<file path="src/rtl/spi_read_pkg.sv">
// Shared types and default geometry for the SPI read controller.
package spi_read_pkg;

    typedef enum logic [2:0] {
        IDLE,
        PRE,
        SETUP,
        SHIFT,
        DONE
    } state_e;

    localparam int CLK_DIV       = 4;
    localparam int FRAME_BITS    = 16;
    localparam int DATA_MSB      = 12;
    localparam int DATA_LSB      = 5;
    localparam int SPI_PAYLOAD_W = DATA_MSB - DATA_LSB + 1;

endpackage

</file>
<file path="src/rtl/spi_read_ctrl_sclk_gen.sv">
// SCLK generator: half-period counter and phase flop; SCLK parks high while en=0.
module spi_sclk_gen #(
    parameter int CLK_DIV = 4
) (
    input  logic clk,
    input  logic rst_n,
    input  logic en,
    input  logic hold,
    output logic sclk,
    output logic half_tick,
    output logic rise_tick,
    output logic fall_tick
);

    localparam int CW = (CLK_DIV > 1) ? $clog2(CLK_DIV) : 1;
    localparam logic [CW-1:0] CNT_MAX = CW'(CLK_DIV - 1);

    logic [CW-1:0] cnt_q, cnt_d;
    logic          sclk_q, sclk_d;

    // Parking the counter at its wrap value makes the first enabled edge a falling edge.
    assign half_tick = en && (cnt_q == CNT_MAX);
    assign rise_tick = half_tick && !hold && !sclk_q;
    assign fall_tick = half_tick && !hold && sclk_q;
    assign sclk      = sclk_q;

    always_comb begin
        cnt_d  = cnt_q;
        sclk_d = sclk_q;
        if (!en) begin
            cnt_d  = CNT_MAX;
            sclk_d = 1'b1;
        end else if (half_tick) begin
            cnt_d = '0;
            if (!hold) sclk_d = ~sclk_q;
        end else begin
            cnt_d = cnt_q + 1'b1;
        end
    end

    always_ff @(posedge clk) begin
        if (!rst_n) begin
            cnt_q  <= CNT_MAX;
            sclk_q <= 1'b1;
        end else begin
            cnt_q  <= cnt_d;
            sclk_q <= sclk_d;
        end
    end

endmodule

</file>
<file path="src/rtl/spi_read_ctrl.sv">
// SPI read controller for a 16-bit read-only ADC-style peripheral.
// Define SPI_READ_CHECK_EN to flag frames whose non-payload bits are not zero.
module spi_read_ctrl #(
    parameter int CLK_DIV    = spi_read_pkg::CLK_DIV,
    parameter int FRAME_BITS = spi_read_pkg::FRAME_BITS,
    parameter int DATA_MSB   = spi_read_pkg::DATA_MSB,
    parameter int DATA_LSB   = spi_read_pkg::DATA_LSB
) (
    input  logic                         clk,
    input  logic                         rst_n,
    input  logic                         start,
    input  logic                         SDO,
    output logic                         SCLK,
    output logic                         CS,
    output logic [FRAME_BITS-1:0]        rx_word,
    output logic [DATA_MSB-DATA_LSB:0]   data,
    output logic                         valid,
    output logic                         busy,
    output logic                         err
);

    import spi_read_pkg::*;

    localparam int BW = $clog2(FRAME_BITS + 1);
    localparam logic [BW-1:0] LAST_BIT = BW'(FRAME_BITS);

    state_e                state_q, state_d;
    logic [BW-1:0]         bit_cnt_q, bit_cnt_d;
    logic [FRAME_BITS-1:0] sr_q, sr_d;
    logic [FRAME_BITS-1:0] rx_word_q;
    logic                  sdo_q;
    logic                  cs_q, cs_d;
    logic                  valid_q;

    logic en, hold, sclk, half_tick, rise_tick, fall_tick;

    // hold keeps SCLK high across PRE->SETUP and after the last data bit.
    assign en   = (state_q == IDLE && start) || state_q == PRE ||
                  state_q == SETUP || state_q == SHIFT;
    assign hold = (state_q == PRE && sclk) ||
                  (state_q == SHIFT && bit_cnt_q == LAST_BIT);

    spi_sclk_gen #(
        .CLK_DIV(CLK_DIV)
    ) u_sclk_gen (
        .clk      (clk),
        .rst_n    (rst_n),
        .en       (en),
        .hold     (hold),
        .sclk     (sclk),
        .half_tick(half_tick),
        .rise_tick(rise_tick),
        .fall_tick(fall_tick)
    );

    always_comb begin
        state_d   = state_q;
        bit_cnt_d = bit_cnt_q;
        sr_d      = sr_q;
        case (state_q)
            IDLE:  if (start) state_d = PRE;
            PRE:   if (half_tick && sclk) state_d = SETUP;
            SETUP: begin
                bit_cnt_d = '0;
                if (fall_tick) state_d = SHIFT;
            end
            SHIFT: begin
                if (rise_tick) begin
                    sr_d      = {sr_q[FRAME_BITS-2:0], sdo_q};
                    bit_cnt_d = bit_cnt_q + 1'b1;
                end
                if (half_tick && bit_cnt_q == LAST_BIT) state_d = DONE;
            end
            DONE:    state_d = IDLE;
            default: state_d = IDLE;
        endcase
        cs_d = !(state_d == SETUP || state_d == SHIFT);
    end

    always_ff @(posedge clk) begin
        if (!rst_n) begin
            state_q   <= IDLE;
            bit_cnt_q <= '0;
            sr_q      <= '0;
            sdo_q     <= 1'b0;
            cs_q      <= 1'b1;
            rx_word_q <= '0;
            valid_q   <= 1'b0;
        end else begin
            state_q   <= state_d;
            bit_cnt_q <= bit_cnt_d;
            sr_q      <= sr_d;
            sdo_q     <= SDO;
            cs_q      <= cs_d;
            valid_q   <= (state_q == DONE);
            if (state_q == DONE) rx_word_q <= sr_q;
        end
    end

`ifdef SPI_READ_CHECK_EN
    localparam int PW = DATA_MSB - DATA_LSB + 1;
    localparam logic [FRAME_BITS-1:0] PAY_MASK =
        FRAME_BITS'(((64'd1 << PW) - 64'd1) << DATA_LSB);

    logic err_q;

    always_ff @(posedge clk) begin
        if (!rst_n) err_q <= 1'b0;
        else if (state_q == DONE) err_q <= |(sr_q & ~PAY_MASK);
    end

    assign err = err_q;
`else
    assign err = 1'b0;
`endif

    assign SCLK    = sclk;
    assign CS      = cs_q;
    assign rx_word = rx_word_q;
    assign data    = rx_word_q[DATA_MSB:DATA_LSB];
    assign valid   = valid_q;
    assign busy    = (state_q != IDLE);

endmodule

</file>
<file path="config.mk">
export PLATFORM = sky130hd
export DESIGN_NAME = spi_read_ctrl
export DESIGN_NICKNAME = d
export VERILOG_FILES = /design/src/rtl/spi_read_pkg.sv /design/src/rtl/spi_read_ctrl_sclk_gen.sv /design/src/rtl/spi_read_ctrl.sv
export SDC_FILE = /design/constraint.sdc
export NUM_CORES = 1
export LEC_CHECK = 0
export CORE_MARGIN = 2
export CORE_UTILIZATION = 25
export DETAILED_ROUTE_END_ITERATION = 10
export HOLD_SLACK_MARGIN = 0.15
export PLACE_DENSITY = 0.56
export SYNTH_ARGS = -nofsm -noshare
export SYNTH_HDL_FRONTEND = slang
export SYNTH_SLANG_ARGS = --single-unit
</file>
<file path="constraint.sdc">
create_clock -name clk -period 1.8 [get_ports clk]
set_input_delay 0.36 -clock clk [delete_from_list [all_inputs] [get_ports clk]]
set_output_delay 0.36 -clock clk [all_outputs]
set_load 0.01 [all_outputs]
</file>
Yosys cells after proc, flatten, opt, wreduce, memory -nomap -nowiden. Index checks and enable logic that the tools add are counted.

Register bits: 46. Bits of input ports: 4. Output and inout port bits: 29. Logic and storage cells: 54.

$add $sub $neg: 2. Eq/ne operators: 9. Muxes and demuxes: 8. Bitwise operators: 2. Reduce and logical (&&, ||, !) cells: 24.

Operator list (number): $eq 3x2->1 const B (4); $mux 3 (4); $pmux 3 s4 (1); $pmux 5 s2 (1); $logic_and 1x1->1 (9); $reduce_and 2->1 (4); $add 5x1->5 const B (1); $eq 5x5->1 const B (1); $logic_or 1x1->1 (5); $mux 5 (1); $eq 3x1->1 const B (1); $eq 3x3->1 const B (1); $logic_not 1->1 (3); $logic_not 3->1 (1); $reduce_bool 3->1 (1); $add 2x1->2 const B (1); $eq 2x2->1 const B (1); $mux 2 (1); $ne 2x2->1 const B (1); $not 1->1 (2); $reduce_bool 2->1 (1).

Longest topological paths before layout. Gate-level depths: netlist of the first run.

Word-level depth: 13. Mapped depth: 7.

Cells and area by module. From an unflattened synthesis of the first run, not the netlist that was laid out.

Cells, all modules: 226. Area, all modules: 1958.1 um2.

By module, submodules not included: spi_read_ctrl (times used 1, cells each 212, area each 1819.2 um2); spi_sclk_gen (times used 1, cells each 14, area each 138.9 um2).

Least setup slack after synthesis of the first run. No wires, ideal clock.

Kind: reg-to-reg. Start: reg bit_cnt_q[0]. End: reg sr_q[11]. Library setup time: 72 ps. Arrival: 1447 ps. Required time: 1728 ps. Slack: 281 ps. Cell stages (with the launch flop): 8. Path buffers: 2. Clock period less this slack: 1519 ps. Cell sequence: dfxtp_1 inv_1 ha_1 and4bb_4 nor3_2 buf_6 buf_8 mux2i_1.

Word-level cells in the longest chain between the ends: 7.

Ends and longest elaborated chain: start: declaration (RTL line spi_read_ctrl.sv:28) `logic [BW-1:0] bit_cnt_q, bit_cnt_d;`; start signal: assignment (RTL line spi_read_ctrl.sv:91) `bit_cnt_q <= bit_cnt_d;`; $eq 5x5->1 (RTL line spi_read_ctrl.sv:41) `(state_q == SHIFT && bit_cnt_q == LAST_BIT);`; $logic_and 1x1->1 (RTL line spi_read_ctrl.sv:41); $logic_or 1x1->1 (RTL line spi_read_ctrl.sv:40) `assign hold = (state_q == PRE && sclk) ||`; $logic_not 1->1 (RTL line spi_read_ctrl_sclk_gen.sv:23) `assign rise_tick = half_tick && !hold && !sclk_q;`; $logic_and 1x1->1 (2 in a row) (RTL line spi_read_ctrl_sclk_gen.sv:23); $reduce_and 2->1 (no source line); end signal: assignment (RTL line spi_read_ctrl.sv:92) `sr_q <= sr_d;`; end: declaration (RTL line spi_read_ctrl.sv:29) `logic [FRAME_BITS-1:0] sr_q, sr_d;`.

No other way between the ends. A chain may end at the register's enable or synchronous reset.

Worst setup path in the final report of the first run.
Start: reg state_q[1]. End: out busy.

Word-level cells in the longest chain between the ends: 1.

Ends and longest elaborated chain: start: declaration (RTL line spi_read_ctrl.sv:27) `state_e state_q, state_d;`; start signal: assignment (RTL line spi_read_ctrl.sv:90) `state_q <= state_d;`; $reduce_bool 3->1 (RTL line spi_read_ctrl.sv:122) `assign busy = (state_q != IDLE);`; end: declaration (RTL line spi_read_ctrl.sv:18) `output logic busy,`.

No other way between the ends.

==> results of run 1 <==
[cells in the mapped netlist (all sizes together), types with 2 or more instances]
cell,instances,share of area
or3b,2,0.0089
nand2,53,0.10
nor3b,2,0.010
and2,2,0.0063
nand2b,2,0.0063
ha,3,0.019
nand4b,2,0.016
nor3,4,0.013
dfxtp,46,0.47
a21boi,16,0.061
or3,3,0.0095
o21bai,2,0.0076
a21oi,3,0.0076
nor2b,4,0.013
inv,4,0.0076
o21a,2,0.0076
o21ai,2,0.0051
mux2i,19,0.096
buf,16,0.063
nand3,6,0.015
clkbuf,6,0.011
[sequential cells by signal, indices dropped and copies added, names as in the netlist]
| register | flops |
|---|---|
| rx_word | 16 |
| sr_q | 16 |
| bit_cnt_q | 5 |
| state_q | 3 |
| u_sclk_gen.cnt_q | 2 |
| CS | 1 |
| sdo_q | 1 |
| u_sclk_gen.sclk | 1 |
| valid | 1 |
[metrics by stage]
stage	setup slack (ns)	utilization	hold slack, ns	instances	power (mW)
3_5_place_dp	0.1763	0.3058	0.4307	328	1.309
5_1_grt	0.1093	0.3200	0.4558	336	2.143
6_report	0.1922	0.3200	0.4435	336	2.035
3_3_place_gp	0.1914	0.3058	0.4341	328	1.309
4_1_cts	0.1804	0.3200	0.4451	336	2.067
2_1_floorplan	0.2813	-	0.4128	210	1.231
[cell type report]
type,instances,area share
Sequential cell,46,0.3744
Multi-Input combinational cell,138,0.3657
Inverter,4,0.006104
Timing Repair Buffer,38,0.1572
Clock inverter,2,0.01526
Clock buffer,6,0.02950
Tap cell,102,0.05188
[worst min-delay path by stage]
stage	end	slack, ns
after floorplan	u_sclk_gen.cnt_q[0]	0.41
after global placement	sr_q[0]	0.43
after detailed placement	u_sclk_gen.cnt_q[0]	0.43
after CTS	u_sclk_gen.cnt_q[0]	0.45
after global routing	u_sclk_gen.cnt_q[0]	0.46
final	sr_q[0]	0.44
[kinds of logic (layout without fill, tap and decap cells)]
kind of cell,Yosys count,after routing
other,1,1
flip-flops,46,46
multiplexers,19,19
buffers and inverters,26,50
AO/OA/AOI/OAI,29,29
AND/OR/NAND/NOR,86,86
adder cells (fa/ha/maj),3,3
[power groups by stage]
stage | clock network, mW | logic [mW] | registers [mW]
6_report | 0.756 | 0.226 | 1.05
4_1_cts | 0.787 | 0.226 | 1.05
2_1_floorplan | 0 | 0.144 | 1.09
5_1_grt | 0.836 | 0.251 | 1.06
3_5_place_dp | 0 | 0.232 | 1.08
3_3_place_gp | 0 | 0.231 | 1.08
[critical path, stage by stage (launching register included)]
cell and delay (ns):
dfxtp_1 0.31, or3_1 0.36, dlygate4sd2_1 0.29
[metal layers]
metal / part of all wire / wire length (um) / vias to the layer above / global-route usage
met5: 0 / 0 / - / 0
li1: - / - / 747 / -
met3: 0.056 / 200 / 5 / 0.02197
met4: 0.013 / 47 / 0 / 0.03676
met2: 0.44 / 1574 / 40 / 0.1244
met1: 0.49 / 1742 / 637 / 0.1194
[repair_timing]
item | 4_1_cts | 5_1_grt
endpoints found under the setup margin | 1 | 0
buffers inserted | 0 | 0
resized for setup | 1 | 0
==> flow_summary_export.csv, run 1 <==
group,metric,value,unit
layout,nFillCells,830,
yosys,postSynthCellCount,210,
timing,fmax,622.0,MHz
drt,vias_per_cell,4.253,
place,io_buffers,31,
worst_setup_path,arrival,1.25,ns
yosys,synthSimpleGateAreaFrac,0.2299,
global_routing,grt_pass1_wl,5954,um
job,drv_cap,0,
drt,wirelength,3565,um
layout,area_growth,24.51,%
yosys,synth_xor_area_frac,0,
layout,stdcell_area,2460,um^2
die,ios,33,
yosys,avgSynthCellArea,9.408,um^2
yosys,yosysSeqAreaShare,0.4661,
yosys,syn_nets,217,
global_routing,grt_usage,0.08564,
layout,drive_above_1_share,0.07692,
status,status,"completed",
worst_setup_path,r2r_slack,0.22,ns
timing,tightest_slew,0.5615,ns
global_routing,grt_pass1_vias,1282,
layout,multi_input_area,899.6,um^2
yosys,yosysWarnings,0,
power,p_leak,0.8349,nW
power,swShare,0.2343,
clock_network,cts_hold_buf,0,
worst_setup_path,cp.required,1.44,ns
yosys,synth_ff_type,"dfxtp_1",
power,power.share.clock,0.372,
clock_network,cts_tree,"built",
global_routing,antenna_found_initial,0,
timing,grt_setup_unrepaired,"no",
clock_network,numCtsBuffers,5,
worst_setup_path,reg2reg_from,"bit_cnt_q[0]",
clock_network,cts-htree-levels,2,
timing,post-route-period-util,0.8932,
worst_setup_path,worstSetupPathType,"register to primary output",
clock_network,clock_sinks,46,
place,dp_hpwl,2420,um
timing,hold_viol,0,
timing,drv_slew,0,
hold_path,hold_depth,2,
yosys,synthArstFlopShare,0,
yosys,syn_area,1976,um^2
worst_setup_path,r2r_end,"bit_cnt_q[2]",
power,p_int,1.558,mW
yosys,yosys.cell_types.count,39,
place,dpl_cell_area,2351,um^2
drt,routedWlPerCell,10.61,um
die,fp.dieW,92.90,um
global_routing,grt-ovfl-total,0,
drt,vias,1429,
worst_setup_path,critPathCapture,"busy",
place,gp_congestion,0.7794,
layout,fin_nets,240,
die,die_h,92.90,um
yosys,synth_top_family_by_area,"simple AND/OR/NAND/NOR gates",
yosys,synthAdderAreaFrac,0.01900,
clock_network,worstSkewPairLatency,0.29,ns
layout,layout_commonest_cell,"nand2_1",
die,dieArea,8629,um^2
clock_network,cts_root_buf,"clkbuf_8",
hold_path,min_from,"sdo_q",
worst_setup_path,crit_start,"state_q[1]",
worst_setup_path,start_kind,"register",
layout,ff_latch_area,920.9,um^2
yosys,synth-edff-count,0,
power,seqPwrFrac,0.517,
yosys,synthMuxAreaShare,0.09626,
clock_network,clkTransAtPathRegs,0.08,ns
timing,fin_tns_setup,0,ns
drt,drc_errors,0,
timing,setup_viol,0,
clock_network,cts_buffer_depth,2,
timing,slew_headroom,0.6256,
power,p_per_area,827.1,nW/um^2
timing,final.min_clock_period,1.608,ns
drt,antenna_left,0,
layout,n_antenna_cell,0,
worst_setup_path,critPathCaptureType,"primary output",
worst_setup_path,reg2regPathDepth,5,
power,power.switching,0.4766,mW
drt,first_pass_iters,4,
yosys,ys_ff_latch,46,
layout,final_cell_mix,"53 x nand2_1, 46 x dfxtp_1, 30 x clkdlybuf4s50_1",
power,vdd_ir_drop_max,0.4177,mV
global_routing,grt_max_degree,43,
die,start_util,0.2570,
yosys,synth_compound_area_frac,0.1051,
die,rows,32,
drt,first_iter_violations,61,
hold_path,min_path_type,"register to register",
power,p_comb_frac,0.111,
die,core,7687,um^2
worst_setup_path,crit_fanout,2,
timing,worst_clock_skew,0.003843,ns
(Power assumes the default switching activity.)
==> run 2: changes to the inputs <==
--- a/config.mk
+++ b/config.mk
@@ -5,7 +5,6 @@
 export SDC_FILE = /design/constraint.sdc
 export NUM_CORES = 1
 export LEC_CHECK = 0
-export CORE_MARGIN = 2
 export CORE_UTILIZATION = 25
 export DETAILED_ROUTE_END_ITERATION = 10
 export HOLD_SLACK_MARGIN = 0.15
==> flow_summary_export.csv, run 2 (same netlist as run 1, synthesis figures left out) <==
group,metric,value,unit
clock_network,cts_root_buf,"clkbuf_8",
layout,final_cell_count_no_fill,336,
global_routing,gr-usage-met1,0.1217,
drt,drc_errors,0,
place,gp_congestion,0.7428,
global_routing,use_met2,0.1351,
power,vdd_ir_drop_max,0.3648,mV
clock_network,cts-htree-levels,2,
global_routing,antenna_found_initial,0,
global_routing,grt_pass1_wl,6058,um
worst_setup_path,crit_chain,"or3_1, dlygate4sd2_1",
worst_setup_path,r2r_slack,0.24,ns
timing,worst_clock_skew,0.008613,ns
worst_setup_path,slowest_stage,"or3_1",
worst_setup_path,max_stage_delay,0.39,ns
die,start_util,0.2570,
layout,final_cell_mix,"53 x nand2_1, 46 x dfxtp_1, 30 x clkdlybuf4s50_1",
job,drv_cap,0,
place,dpl_cell_area,2351,um^2
worst_setup_path,cp_num_buf_inv,1,
worst_setup_path,worstSetupPathType,"register to primary output",
timing,hold_viol,0,
clock_network,post_cts_buffers,0,
worst_setup_path,arrival,1.35,ns
global_routing,grt-ovfl-total,0,
timing,fmax,585.1,MHz
timing,final.min_clock_period,1.709,ns
drt,wirelength,3541,um
timing,slew_headroom,0.6153,
timing,tightest_slew,0.5770,ns
clock_network,cts_resized,1,
worst_setup_path,critPathCaptureType,"primary output",
place,io_buffers,31,
layout,fin_util,0.3179,
layout,layout_commonest_cell,"nand2_1",
power,p_per_area,790.7,nW/um^2
layout,multi_input_area,899.6,um^2
drt,antenna_left,0,
layout,stdcell_area,2444,um^2
layout,nFillCells,830,
status,status,"completed",
drt,vias,1429,
die,rows,32,
place,place_inst,328,
layout,n_antenna_cell,0,
timing,drv_slew,0,
clock_network,cts_buffer_depth,2,
die,die_h,90.90,um
timing,post-route-period-util,0.9496,
clock_network,clkTransAtPathRegs,0.10,ns
drt,vias_per_cell,4.253,
die,ios,33,
worst_setup_path,crit_family,"simple AND/OR/NAND/NOR gates",
drt,first_iter_violations,63,
die,fp.dieW,90.90,um
timing,fin_tns_setup,0,ns
global_routing,grtUsageMet3,0.03030,
global_routing,top_usage_layer,"met2",
timing,setup_viol,0,
worst_setup_path,crit_fanout,7,
layout,area_growth,23.69,%
global_routing,grt_max_degree,43,
clock_network,cts_hold_buf,0,
die,core,7687,um^2
worst_setup_path,start_kind,"register",
clock_network,clock_sinks,46,
timing,grt_setup_unrepaired,"no",
clock_network,worstSkewPairLatency,0.30,ns
worst_setup_path,cp.required,1.44,ns
timing,hold_ws,0.4435,ns
global_routing,grt_usage,0.09172,
power,p_leak,0.8282,nW
drt,first_pass_iters,4,
place,dp_hpwl,2383,um
clock_network,cts_tree,"built",
layout,ff_latch_area,920.9,um^2
die,dieArea,8262,um^2
layout,fin_nets,240,
layout,drive_above_1_share,0.08120,
hold_path,min_path_type,"register to register",
drt,routedWlPerCell,10.54,um
global_routing,grt_pass1_vias,1271,
clock_network,numCtsBuffers,5,
run 2: cell count changes in the layout (fill, tap and decap cells not counted), sizes merged:
cell,change
bufinv,-1
clkbuf,-1
clkinv,+1
inv,+1
run 2: worst reg2reg max path: stages (launching register included):
cell and delay, ns:
dfxtp_1 0.38, inv_1 0.07, ha_1 0.22, and4bb_4 0.23, nor3_4 0.19, buf_12 0.20
mux2i_1 0.20
run 2: metal layers:
layer  up-vias  part of all wire
li1        744                 -
met5         -                 0
met2        33              0.43
met3         5             0.049
met4         0             0.016
met1       647              0.50
run 2: through the flow:
step	total power, mW	setup slack [ns]
finish	1.932	0.09081
global route	2.040	0.05224
CTS	1.964	0.08358
detailed placement	1.311	0.1888
global placement	1.309	0.1859
floorplan	1.231	0.2813
run 2: area by class of cell:
cell class | instances | area share
clock buffers | 5 | 0.02816
clock inverters | 3 | 0.01024
inverters | 4 | 0.006144
multi-input cells | 138 | 0.3682
flip-flops and latches | 46 | 0.3769
well taps | 102 | 0.05223
repair buffers | 38 | 0.1582
run 2: path summary, 6_finish.rpt:
kind                              startpoint      endpoint  depth (start not counted)
worst max-delay path              state_q[1]          busy                          2
worst min-delay path                   sdo_q       sr_q[0]                          2
worst max register to register  bit_cnt_q[0]  bit_cnt_q[0]                          6
worst min register to register         sdo_q       sr_q[0]                          2
run 2: report_power, final:
group / switching [mW] / internal, mW / total [mW]
Sequential: 0.0141 / 1.04 / 1.06
Clock: 0.370 / 0.281 / 0.651
Combinational: 0.124 / 0.102 / 0.225
Total: 0.508 / 1.42 / 1.93
